### config.mk
export PLATFORM = sky130hd
export DESIGN_NAME = clb_cfg_loader
export DESIGN_NICKNAME = d
export VERILOG_FILES = /design/src/rtl/clb_cfg_loader.sv
export SDC_FILE = /design/constraint.sdc
export NUM_CORES = 1
export LEC_CHECK = 0
export ABC_CLOCK_PERIOD_IN_PS = 2400
export CORE_ASPECT_RATIO = 1.1
export CORE_MARGIN = 10
export CORE_UTILIZATION = 40
export CTS_CLUSTER_SIZE = 10
export DETAILED_ROUTE_END_ITERATION = 16
export GPL_ROUTABILITY_DRIVEN = 0
export PLACE_DENSITY = 0.59
export SYNTH_ARGS = -nofsm -noshare
export SYNTH_HDL_FRONTEND = slang
export SYNTH_SLANG_ARGS = --single-unit
### constraint.sdc
create_clock -name K -period 2.4 [get_ports K]
set_input_delay 0.6 -clock K [delete_from_list [all_inputs] [get_ports K]]
set_output_delay 0.6 -clock K [all_outputs]
set_load 0.02 [all_outputs]
### src/rtl/clb_cfg_loader.sv
// clb_cfg_loader: serial configuration controller for a row of NCLB logic blocks.
// It hunts for a preamble in the DIN stream and then reads a 16-bit length field.
// Next it shifts in NCLB*CFGW data bits, first bit landing at the CFG MSB.
// A final bit gives even parity. Only a good-parity load is copied into CFG.
// CFG is copied in one atomic step, so partial or failed loads never reach it.
// Per-CLB word layout, MSB to LSB:
//   mem[15:0], comboption[1:0], mux2sel..mux6sel (2 bits each),
//   o2m1_0, o2m2_0, o2m3_0, o2m1_1, o2m2_1, o2m3_1, DQmux1, DQmux2, floporlatch
module clb_cfg_loader #(
   parameter int          NCLB = 2,
   parameter int          CFGW = 37,
   parameter logic [7:0]  PRE  = 8'b11110010
) (
   input  logic                   K,
   input  logic                   RSTN,
   input  logic                   PROG,
   input  logic                   DIN,
   input  logic                   DVALID,
   output logic [NCLB*CFGW-1:0]   CFG,
   output logic                   BUSY,
   output logic                   DONE,
   output logic                   ERR
);

   localparam int          TOTAL     = NCLB * CFGW;
   localparam logic [15:0] TOTAL_LEN = 16'(TOTAL);
   localparam logic [15:0] LAST_DATA = 16'(TOTAL - 1);
   localparam logic [15:0] LAST_LEN  = 16'd15;

   typedef enum logic [2:0] {
      S_SYNC,
      S_LEN,
      S_DATA,
      S_PAR,
      S_DONE,
      S_ERR
   } state_t;

   state_t                          state_q,  state_d;
   logic [7:0]                      window_q, window_d;
   logic [15:0]                     cnt_q,    cnt_d;
   logic [15:0]                     len_q,    len_d;
   logic [TOTAL-1:0]                shadow_q, shadow_d;
   logic                            par_q,    par_d;
   logic [NCLB-1:0][CFGW-1:0]       cfg_q,    cfg_d;
   logic                            done_q,   done_d;
   logic                            err_q,    err_d;

   // State and datapath registers; reset aborts any load and clears CFG.
   always_ff @(posedge K or negedge RSTN) begin
      if (!RSTN) begin
         state_q  <= S_SYNC;
         window_q <= '0;
         cnt_q    <= '0;
         len_q    <= '0;
         shadow_q <= '0;
         par_q    <= 1'b0;
         cfg_q    <= '0;
         done_q   <= 1'b0;
         err_q    <= 1'b0;
      end else begin
         state_q  <= state_d;
         window_q <= window_d;
         cnt_q    <= cnt_d;
         len_q    <= len_d;
         shadow_q <= shadow_d;
         par_q    <= par_d;
         cfg_q    <= cfg_d;
         done_q   <= done_d;
         err_q    <= err_d;
      end
   end

   // Next-state logic: PROG restarts the hunt and beats the DIN bit of the same cycle;
   // otherwise only cycles with DVALID=1 advance anything.
   always_comb begin
      state_d  = state_q;
      window_d = window_q;
      cnt_d    = cnt_q;
      len_d    = len_q;
      shadow_d = shadow_q;
      par_d    = par_q;
      cfg_d    = cfg_q;
      done_d   = done_q;
      err_d    = err_q;

      if (PROG) begin
         state_d  = S_SYNC;
         window_d = '0;
         cnt_d    = '0;
         par_d    = 1'b0;
         done_d   = 1'b0;
         err_d    = 1'b0;
      end else if (DVALID) begin
         case (state_q)
            S_SYNC: begin
               window_d = (window_q << 1) | {7'd0, DIN};
               if (window_d == PRE) begin
                  state_d = S_LEN;
                  cnt_d   = '0;
               end
            end
            S_LEN: begin
               len_d = (len_q << 1) | {15'd0, DIN};
               cnt_d = cnt_q + 16'd1;
               if (cnt_q == LAST_LEN) begin
                  cnt_d = '0;
                  // The length is checked up front so the data counter can never wrap.
                  if (len_d == TOTAL_LEN) begin
                     state_d = S_DATA;
                     par_d   = 1'b0;
                  end else begin
                     state_d = S_ERR;
                     err_d   = 1'b1;
                  end
               end
            end
            S_DATA: begin
               // A preamble pattern here is just data; there is no resync mid-load.
               shadow_d = (shadow_q << 1) | {{(TOTAL-1){1'b0}}, DIN};
               par_d    = par_q ^ DIN;
               cnt_d    = cnt_q + 16'd1;
               if (cnt_q == LAST_DATA) begin
                  state_d = S_PAR;
               end
            end
            S_PAR: begin
               // Even parity over data plus parity bit: the parity bit must equal the XOR of the data.
               if (DIN == par_q) begin
                  cfg_d   = shadow_q;
                  done_d  = 1'b1;
                  state_d = S_DONE;
               end else begin
                  err_d   = 1'b1;
                  state_d = S_ERR;
               end
            end
            default: begin
               // Terminal states hold until PROG or reset.
            end
         endcase
      end
   end

   // Each CLB owns one CFGW-wide slice of the flat configuration bus.
   generate
      for (genvar gi = 0; gi < NCLB; gi++) begin : g_clb_out
         assign CFG[gi*CFGW +: CFGW] = cfg_q[gi];
      end
   endgenerate

   assign BUSY = (state_q == S_LEN) || (state_q == S_DATA) || (state_q == S_PAR);
   assign DONE = done_q;
   assign ERR  = err_q;

endmodule

==> metrics.txt, run 1 <==
crit path cell chain=dlygate4sd2_1 -> a21o_1 -> or4_4 -> or3b_4 -> bufbuf_16 -> mux2_4; synthesized area=7899 um^2; placeable core region=between 15000 and 20000 um^2; startpoint types=input pin; commonest cells in the netlist=192 x dfrtp_1, 114 x mux2_2, 49 x mux2_4, 23 x nor2_1, 15 x clkbuf_1; deepest clock path buffer count=2; ys flop type=dfrtp_1; Post-CTS Setup Bufs=0; maximum vdd ir drop=roughly 0.00052 V; 1st-iter DRT viols=292; first-pass GRT wire length=25700 um; Peak Freq=438.4 MHz; EDFF count, synth=0; vias in the first global route=~4900; slowest stage delay, CP=about 460 ps; aggregate global routing overflow=0; Least-Margin Pin Slew=461.0 ps; Crit Path Category=input pin to flop; Syn Nets=540; CTS Buf Count=17; Post-Layout Cell Count=just over 900; fin crit period=2281 ps; status=completed; RSZ-0062 raised after global routing=no; leakage power=4.987 nW; Port Buf Inserts=between 80 and 90; CP max-delay cell=or3b_4; # fillers=1565; vias per inst=just over 5; utilization after layout=roughly half; synthesized netlist cell count=533; die outline area=25770 um^2; Min-Delay Path Class=input pin to asynchronous set/reset pin; H-tree depth=4; Reg area=4805 um^2; largest net degree at the start of global routing=55; synthesized flop and latch total=192; die extent in x=approximately 150 um; sequential element share of the synthesized area=60.83%; Yosys cell types=45; Slew headroom=69.26%; via count=4623; Bufs and invs on worst path=2; mean post-synth cell area=14.82 um^2; WL/cell=16.66 um; CP startpoint=DIN; Synth top area share=about three fifths; initial cell density of the core=40.93%; max-slew violation count=0; Fin. Hold Viols=0; DP HPWL=roughly 10000 um; DRT Pass-1 Iters=4; Sink Count=192; # hold bufs at CTS=0; fin crit share=95.04%; layout cell share with drive strength beyond 1=36.71%; clk slew on worst S/H paths=70 ps; Worst path top cell family by delay=simple AND/OR/NAND/NOR gates; largest area contributor in the netlist=dfrtp_1; FF-to-FF Start=par_q; Die Y=167.4 um; total track usage=around an eighth; final setup violation count=0; DP Cell Count=876; Yosys warning count=0; synthesis-to-layout area growth=26.12%; power density cells=652.1 nW/um^2; row count=53; worst path arrival time=2600 ps; post-route DRC violation count=0; WL final=15140 um; clock root buffer=clkbuf_16; Post-layout nets=656; skew final=7.794 ps; diode count=0; max cap viols=0; Crit Path Max Fanout=22; ANT nets after route=0; top cells by area, synth=dfrtp_1 61%, mux2_2 16%, mux2_4 9.3%; Worst Setup End Kind=flop; CTS tree=built; most frequent cell after synthesis=dfrtp_1; antenna violations before repair=0; WP data required=2720 ps; # IOs=82; multi-input logic area=2919 um^2; clk_lat worst skew=~430 ps; ys async rst share=100.0%
==> through the flow <==
stage               hold WS [ps]  TNS [ps]  area [um^2]  total power (W)  setup WS, ps
global placement           482.5    -35200         9294         0.003580        -465.6
global route               140.3         0         9962         0.006747         89.59
detailed placement         483.9    -37920         9294         0.003587        -497.6
finish                     122.3         0         9962         0.006496         119.1
CTS                        126.0         0         9960         0.006589         26.00
floorplan                  304.4         0         7899         0.003435         126.7
==> cell type report <==
type                       count  share of cell area (%)
timing repair buffer         122                   12.74
multi-input combinational    307                   29.30
sequential                   192                   48.23
tap                          247                   3.102
inverter                       9                  0.3391
clock inverter                13                   1.746
clock buffer                  19                   4.547
==> state kept, by name, indices dropped and copies added (netlist names), 3 cells and up <==
| register | cells |
|---|---|
| len_q | 15 |
| window_q | 7 |
| cnt_q | 16 |
| shadow_q | 74 |
| CFG | 74 |
| state_q | 3 |
==> per-layer routing <==
metal  up-vias  part of all wire [%]  wire [um]  track usage [%]
met5         -                     0          0                0
met4         0                   1.8        273            4.562
met3        22                   4.9        737            3.536
met2        98                    48       7331            19.71
met1      2335                    45       6798            14.76
li1       2168                     -          -                -
==> timing repair <==
item                       4_1_cts  5_1_grt
cloned                           1        0
resized for setup                2        1
pin swaps                        1        0
setup endpoints to repair       56        1
==> worst register-to-register path, stage by stage (launching register included) <==
cell and delay, ps:
dfrtp_1 360, inv_1 110, nor2_1 80, or4_4 490
or3b_4 460, bufbuf_16 340, mux2_4 310
==> cells in the final DEF (no fill, tap or decap), drive strengths merged, types with 3 or more instances in the layout <==
cell type | Yosys | routed
dfrtp | 192 | 192
mux2 | 163 | 163
clkdlybuf4s50 | 0 | 78
buf | 10 | 40
nor2 | 23 | 23
clkbuf | 15 | 20
o21ai | 14 | 14
nand2 | 14 | 14
inv | 9 | 13
a21oi | 10 | 10
nand3 | 9 | 9
nor3 | 8 | 8
nand4 | 7 | 7
mux2i | 7 | 7
a22o | 6 | 6
nor2b | 4 | 4
nor4 | 4 | 4
or4 | 4 | 4
clkinv | 0 | 4
and4b | 3 | 3
a21o | 3 | 3
o2bb2ai | 3 | 3
bufinv | 0 | 3
==> report_power, final <==
group | leakage [nW] | switching [W] | internal, W
clock network | 0.302 | 0.00126 | 0.00172
logic | 2.00 | 0.000141 | 0.0000996
registers | 2.68 | 0.0000181 | 0.00326
total | 4.99 | 0.00142 | 0.00508
==> kinds of logic (layout without fill, tap and decap cells) <==
| kind of cell | after synthesis | in the layout | share of synthesized area [%] |
|---|---|---|---|
| adder cells (fa/ha/maj) | 2 | 2 | 0.3168 |
| multiplexers | 170 | 170 | 26.45 |
| AND/OR/NAND/NOR | 87 | 87 | 6.003 |
| flip-flops | 192 | 192 | 60.83 |
| buffers and inverters | 34 | 163 | 2.312 |
| AO/OA/AOI/OAI | 48 | 48 | 4.087 |
==> path summary, 6_finish.rpt <==
check | depth (start not counted) | slack [ps] | to
min in group K | 1 | 500 | len_q[14]
min reg2reg | 1 | 500 | len_q[14]
max reg2reg | 6 | 140 | CFG[14]
max | 6 | 120 | CFG[14]
max in group asynchronous | 2 | 1620 | CFG[30]
min | 1 | 120 | CFG[14]
Power figures use the tool's default switching activity.
==> run 2: changes to the inputs <==
Settings changed: CORE_UTILIZATION 40 to 30, PLACE_DENSITY 0.59 to 0.47.
==> run 2 against run 1 <==
Global-route usage fell by 2.4 points; register-to-register slack improved by 100 ps; sequential cell count did not move; first-iteration DRC count fell by 18%; sequential share of layout area rose by 0.26 points; cell count rose by 11%; power fell by 5.2%; via count rose by 0.24%; routed wire length rose by 3.5%; critical path depth did not move; combinational power fell by 3%; clock power fell by 11%; critical path type unchanged.
==> metrics.txt, run 2 (synthesis results as in run 1) <==
DP Cell Count=978 (+12%); synthesis-to-layout area growth=25.46%; most common cell after layout, fill and taps aside=dfrtp_1; diode count=0 (unchanged); max cap viols=0 (unchanged); Slew headroom=65.88% (-3.4 points); most frequent cells in the layout=192 x dfrtp_1, 114 x mux2_2, 78 x clkdlybuf4s50_1; Post-Layout Cell Count=1010 (+11%); max-slew violation count=0 (unchanged); leakage power=4.872 nW (-2.3%); post-cts gate resize count=2 (unchanged); Worst Setup End Kind=flop; slowest stage delay, CP=460 ps (about the same); Die Y=190.2 um (+14%); CTS Buf Count=17 (unchanged); DP HPWL=11030 um (+5.2%); clock root buffer=clkbuf_16; vias in the first global route=4817 (-1.7%); total track usage=9.637% (-2.4 points); Min-Delay Path Class=input pin to asynchronous set/reset pin; Peak Freq=455.4 MHz (+3.9%); post-route DRC violation count=0 (unchanged); final setup violation count=0 (unchanged); die outline area=33230 um^2 (+29%); Crit Path Category=input pin to flop; Least-Margin Pin Slew=511.8 ps (+50.74 ps); worst path arrival time=2500 ps (-100 ps); vias per inst=4.588 (-9.8%); fin crit period=2196 ps (-84.88 ps); layout cell share with drive strength beyond 1=36.02% (-0.69 points); status=completed; row count=62 (+17%); Final Instance Area=9910 um^2 (-0.53%); DRT Pass-1 Iters=4 (unchanged); clk_lat worst skew=420 ps (about the same); skew final=9.020 ps (+1.227 ps); CP max-delay cell=or3b_4; Area after DPL=9365 um^2 (+0.77%); initial cell density of the core=30.30% (-11 points); clk slew on worst S/H paths=70 ps (about the same); die extent in x=174.7 um (+13%); Post-layout nets=652 (-0.61%); antenna violations before repair=0 (unchanged); via count=4634 (+0.24%); largest net degree at the start of global routing=64 (+16%); WP data required=2700 ps (-20 ps); Post-CTS Setup Bufs=0 (unchanged); power density cells=621.2 nW/um^2 (-4.7%); 1st-iter DRT viols=240 (-18%); FF-to-FF Start=par_q; RSZ-0062 raised after global routing=no; # hold bufs at CTS=0 (unchanged); placeable core region=26070 um^2 (+35%); WL final=15670 um (+3.5%); Crit Path Max Fanout=38 (+73%); WL/cell=15.51 um (-6.9%); Worst R2R End=CFG[67]; CTS tree=built; ANT nets after route=0 (unchanged); maximum vdd ir drop=0.0004393 V (-15%); startpoint types=input pin; Worst Reg-to-Reg Cells=6 (unchanged); crit path cell chain=dlygate4sd2_1 -> a21o_1 -> or4_4 -> or3b_4 -> buf_12 -> mux2_4; deepest clock path buffer count=2 (unchanged); Sink Count=192 (unchanged); first-pass GRT wire length=26030 um (+1.3%); aggregate global routing overflow=0 (unchanged); # IOs=82 (unchanged); utilization after layout=38.02% (-14 points); fin crit share=91.50% (-3.5 points); r2r setup slk=240 ps (+100 ps); Port Buf Inserts=81 (unchanged); Fin. Hold Viols=0 (unchanged); H-tree depth=4 (unchanged)
-- run 2: cell count changes in the layout (fill, tap and decap cells not counted) --
cell / previous run / this run
buf_16: 1 / 0
clkbuf_8: 3 / 2
bufbuf_16: 1 / 0
dlymetal6s2s_1: 1 / 0
inv_6: 3 / 4
clkbuf_1: 0 / 2
clkinvlp_4: 2 / 3
dlygate4sd2_1: 1 / 2
buf_12: 8 / 6
bufinv_16: 3 / 0
-- run 2: layout make-up --
cell class / instances / area [um^2]
repair buffers: 118 / 1165
clock inverters: 12 / 100.1
well taps: 352 / 440.4
multi-input cells: 307 / 2919
flip-flops and latches: 192 / 4805
fillers: 2505 / 16160
clock buffers: 20 / 446.7
inverters: 9 / 33.78
-- run 2: worst max-delay path: cells and delay by family --
kind                   cells  cell delay [ps]
AO/OA/AOI/OAI              1              170
AND/OR/NAND/NOR            2              880
multiplexers               1              320
buffers and inverters      2              510
-- run 2: power by group --
part	internal (W)	switching, W
Combinational	0.0000931	0.000141
Clock	0.00138	0.00126
Sequential	0.00326	0.0000194
-- run 2: worst max-delay path by stage --
stage,startpoint,end,slack (ps)
3_5_place_dp,DIN,CFG[8],-510
5_1_grt,DIN,CFG[21],160
6_report,DIN,CFG[67],200
4_1_cts,DIN,CFG[8],210
3_3_place_gp,DIN,CFG[65],-470
2_1_floorplan,DIN,CFG[0],130
-- run 2: metal layers --
metal | vias up | wire length, um | GRT usage (%)
met1 | 2400 | 7035 | 11.80
met2 | 77 | 7723 | 15.78
met3 | 10 | 765 | 3.212
met5 | - | 0 | 0
met4 | 0 | 143 | 3.002
li1 | 2147 | - | -
-- run 2: stage by stage --
stage                     TNS, ps  total power [W]  setup WS [ps]  hold WS, ps
after global placement     -39000         0.003579         -469.2        492.6
after CTS                       0         0.006267          214.3        160.8
final                           0         0.006156          204.0        158.6
after global routing            0         0.006440          160.3        169.5
after floorplan                 0         0.003435          126.7        304.4
after detailed placement   -43020         0.003586         -507.5        492.7
==> run 3: changes to the inputs <==
Settings changed: ABC_AREA from default to 1.
==> run 3 against run 2 <==
Sequential cell count unchanged; highest routed layer unchanged; largest power group unchanged; combinational power increased to 3.6 times the previous value; power is 16% higher; routed wire length increased by 6.8%; clock skew grew 3.9 ps; die area about the same.
==> metrics.txt, run 3 <==
diode count=0 (unchanged); largest area contributor in the netlist=dfrtp_1; WP data required=1800 ps (-900 ps); CTS Buf Count=17 (unchanged); Int Power=0.005084 W (+7.4%); CP max-delay cell=dfrtp_1; Psw=0.002028 W (+42%); status=completed; multi-input logic area=2452 um^2 (-16%); vias per inst=4.239 (-7.6%); # fillers=2640 (+5.4%); Crit Path Max Fanout=4 (-89%); power density cells=725.0 nW/um^2 (+17%); FF-to-FF Start=cnt_q[0]; aggregate global routing overflow=0 (unchanged); 1st-iter DRT viols=320 (+33%); total track usage=10.46% (+0.82 points); Synth top area share=60.89% (+0.068 points); H-tree depth=4 (unchanged); synthesized flop and latch total=192 (unchanged); EDFF count, synth=0 (unchanged); Port Buf Inserts=81 (unchanged); Sink Count=192 (unchanged); clk_lat worst skew=430 ps (about the same); Bufs and invs on worst path=2 (unchanged); initial cell density of the core=30.36% (+0.057 points); most frequent cells in the layout=237 x nand2_1, 192 x dfrtp_1, 130 x o21ai_1; ANT nets after route=0 (unchanged); worst path arrival time=1510 ps (-990 ps); synthesized netlist cell count=876 (+64%); clock power share=38.9% (-4.0 points); Least-Margin Pin Slew=519.2 ps (+7.414 ps); crit path cell chain=inv_1 -> o21ai_0 -> dlygate4sd2_1; Worst Setup End Kind=primary output; register share of total power=49.2% (-4.1 points); leakage power=4.266 nW (-12%); Post-layout nets=969 (+49%); row count=62 (unchanged); Yosys cell types=28 (-38%); r2r setup slk=640 ps (+400 ps); worst hold slack=90.16 ps (-68.42 ps); # hold bufs at CTS=0 (unchanged); die extent in x=174.6 um (about the same); # IOs=82 (unchanged); Fin. Hold Viols=0 (unchanged); slowest stage delay, CP=410 ps (-50 ps); maximum vdd ir drop=0.0004211 V (-4.1%); max cap viols=0 (unchanged); sequential element share of the synthesized area=60.89% (+0.068 points); first-pass GRT wire length=28820 um (+11%); DP HPWL=11570 um (+4.9%); placeable core region=25990 um^2 (-0.30%); Post-CTS Setup Bufs=0 (unchanged); Min-Delay Path Class=input pin to asynchronous set/reset pin; RSZ-0062 raised after global routing=no; Worst R2R End=cnt_q[0]; Slew headroom=65.30% (-0.58 points); DRT Pass-1 Iters=6 (+2); mean post-synth cell area=9.007 um^2 (-39%); vias in the first global route=5638 (+17%); layout cell share with drive strength beyond 1=7.897% (-28 points); Die Y=190.1 um (about the same); Worst Reg-to-Reg Cells=10 (+4); Combinational Power Share=11.9% (+8.1 points); post-route DRC violation count=0 (unchanged); Reg area=4805 um^2 (unchanged); Syn Nets=883 (+64%); Yosys warning count=0 (unchanged); synthesized area=7890 um^2 (-0.11%); WL final=16730 um (+6.8%); commonest cells in the netlist=238 x nand2_1, 192 x dfrtp_1, 130 x o21ai_1, 117 x inv_1, 44 x nor2_1; via count=5625 (+21%); most common cell after layout, fill and taps aside=nand2_1; antenna violations before repair=0 (unchanged); fin crit period=2113 ps (-83.31 ps); Peak Freq=473.3 MHz (+3.9%); skew final=12.94 ps (+3.915 ps); clk slew on worst S/H paths=70 ps (about the same); deepest clock path buffer count=2 (unchanged); synthesis-to-layout area growth=24.33%; most frequent cell after synthesis=nand2_1; largest net degree at the start of global routing=105 (+64%); ys flop type=dfrtp_1; final setup violation count=0 (unchanged); Worst path top cell family by delay=buffers and inverters; ys async rst share=100.0% (unchanged); fin crit share=88.03% (-3.5 points); CTS tree=built; utilization after layout=37.75% (-0.27 points); max-slew violation count=0 (unchanged); Sw Ratio=28.52% (+5.4 points); die outline area=33190 um^2 (about the same); final setup TNS=0 ps (unchanged); clock root buffer=clkbuf_16; top cells by area, synth=dfrtp_1 61%, nand2_1 11%, o21ai_1 8.2%; WL/cell=12.60 um (-19%); startpoint types=flop; Crit Path Category=flop to primary output
[run 3: cell families (layout without fill, tap and decap cells)]
group / Yosys count / after routing / share of synthesized area [%]
flip-flops: 192 / 192 / 60.89
adder cells (fa/ha/maj): 2 / 2 / 0.3171
AND/OR/NAND/NOR: 323 / 323 / 16.35
XOR/XNOR: 4 / 4 / 0.4441
buffers and inverters: 160 / 259 / 8.278
multiplexers: 12 / 12 / 1.697
AO/OA/AOI/OAI: 183 / 183 / 12.02
[run 3: layout make-up]
class / count / share of cell area, %
clock buffer: 18 / 4.375
clock inverter: 14 / 1.492
inverter: 124 / 4.796
multi-input combinational: 524 / 25.00
sequential: 192 / 48.98
tap: 352 / 4.490
timing repair buffer: 103 / 10.87
[run 3: power groups by stage]
| stage | Sequential (W) | Clock [W] | Combinational [W] |
|---|---|---|---|
| after floorplan | 0.00354 | 0 | 0.000546 |
| after global placement | 0.00356 | 0 | 0.000873 |
| after detailed placement | 0.00356 | 0 | 0.000871 |
| after CTS | 0.00350 | 0.00287 | 0.000872 |
| after global routing | 0.00352 | 0.00300 | 0.000969 |
| final | 0.00350 | 0.00277 | 0.000848 |
[run 3: how the worst max path moves through the flow]
stage | start | end | cells after the start
finish | state_q[1] | BUSY | 3
global route | state_q[1] | BUSY | 3
CTS | DONE | DONE | 1
detailed placement | DVALID | len_q[12] | 5
global placement | DVALID | len_q[9] | 5
floorplan | PROG | CFG[73] | 5
[run 3: timing repair]
action	in CTS	in global routing
setup endpoints to repair	1	0
gates resized for setup	1	0
endpoints found under the hold margin	0	0
[run 3: stage by stage]
stage          cells  instance area (um^2)  total power, W  setup WS [ps]
2_1_floorplan    876                  7890        0.004087          714.0
3_3_place_gp    1295                  9235        0.004436          166.6
3_5_place_dp    1295                  9235        0.004435          141.0
4_1_cts         1327                  9809        0.007239          282.1
5_1_grt         1327                  9809        0.007492          197.8
6_report        1327                  9809        0.007112          287.3
[run 3: per-layer routing]
layer / wire [um] / part of all wire, % / global-route usage [%]
met1: 8506 / 51 / 14.25
met2: 7453 / 45 / 16.11
met3: 572 / 3.4 / 2.558
met4: 194 / 1.2 / 3.230
met5: 0 / 0 / 0
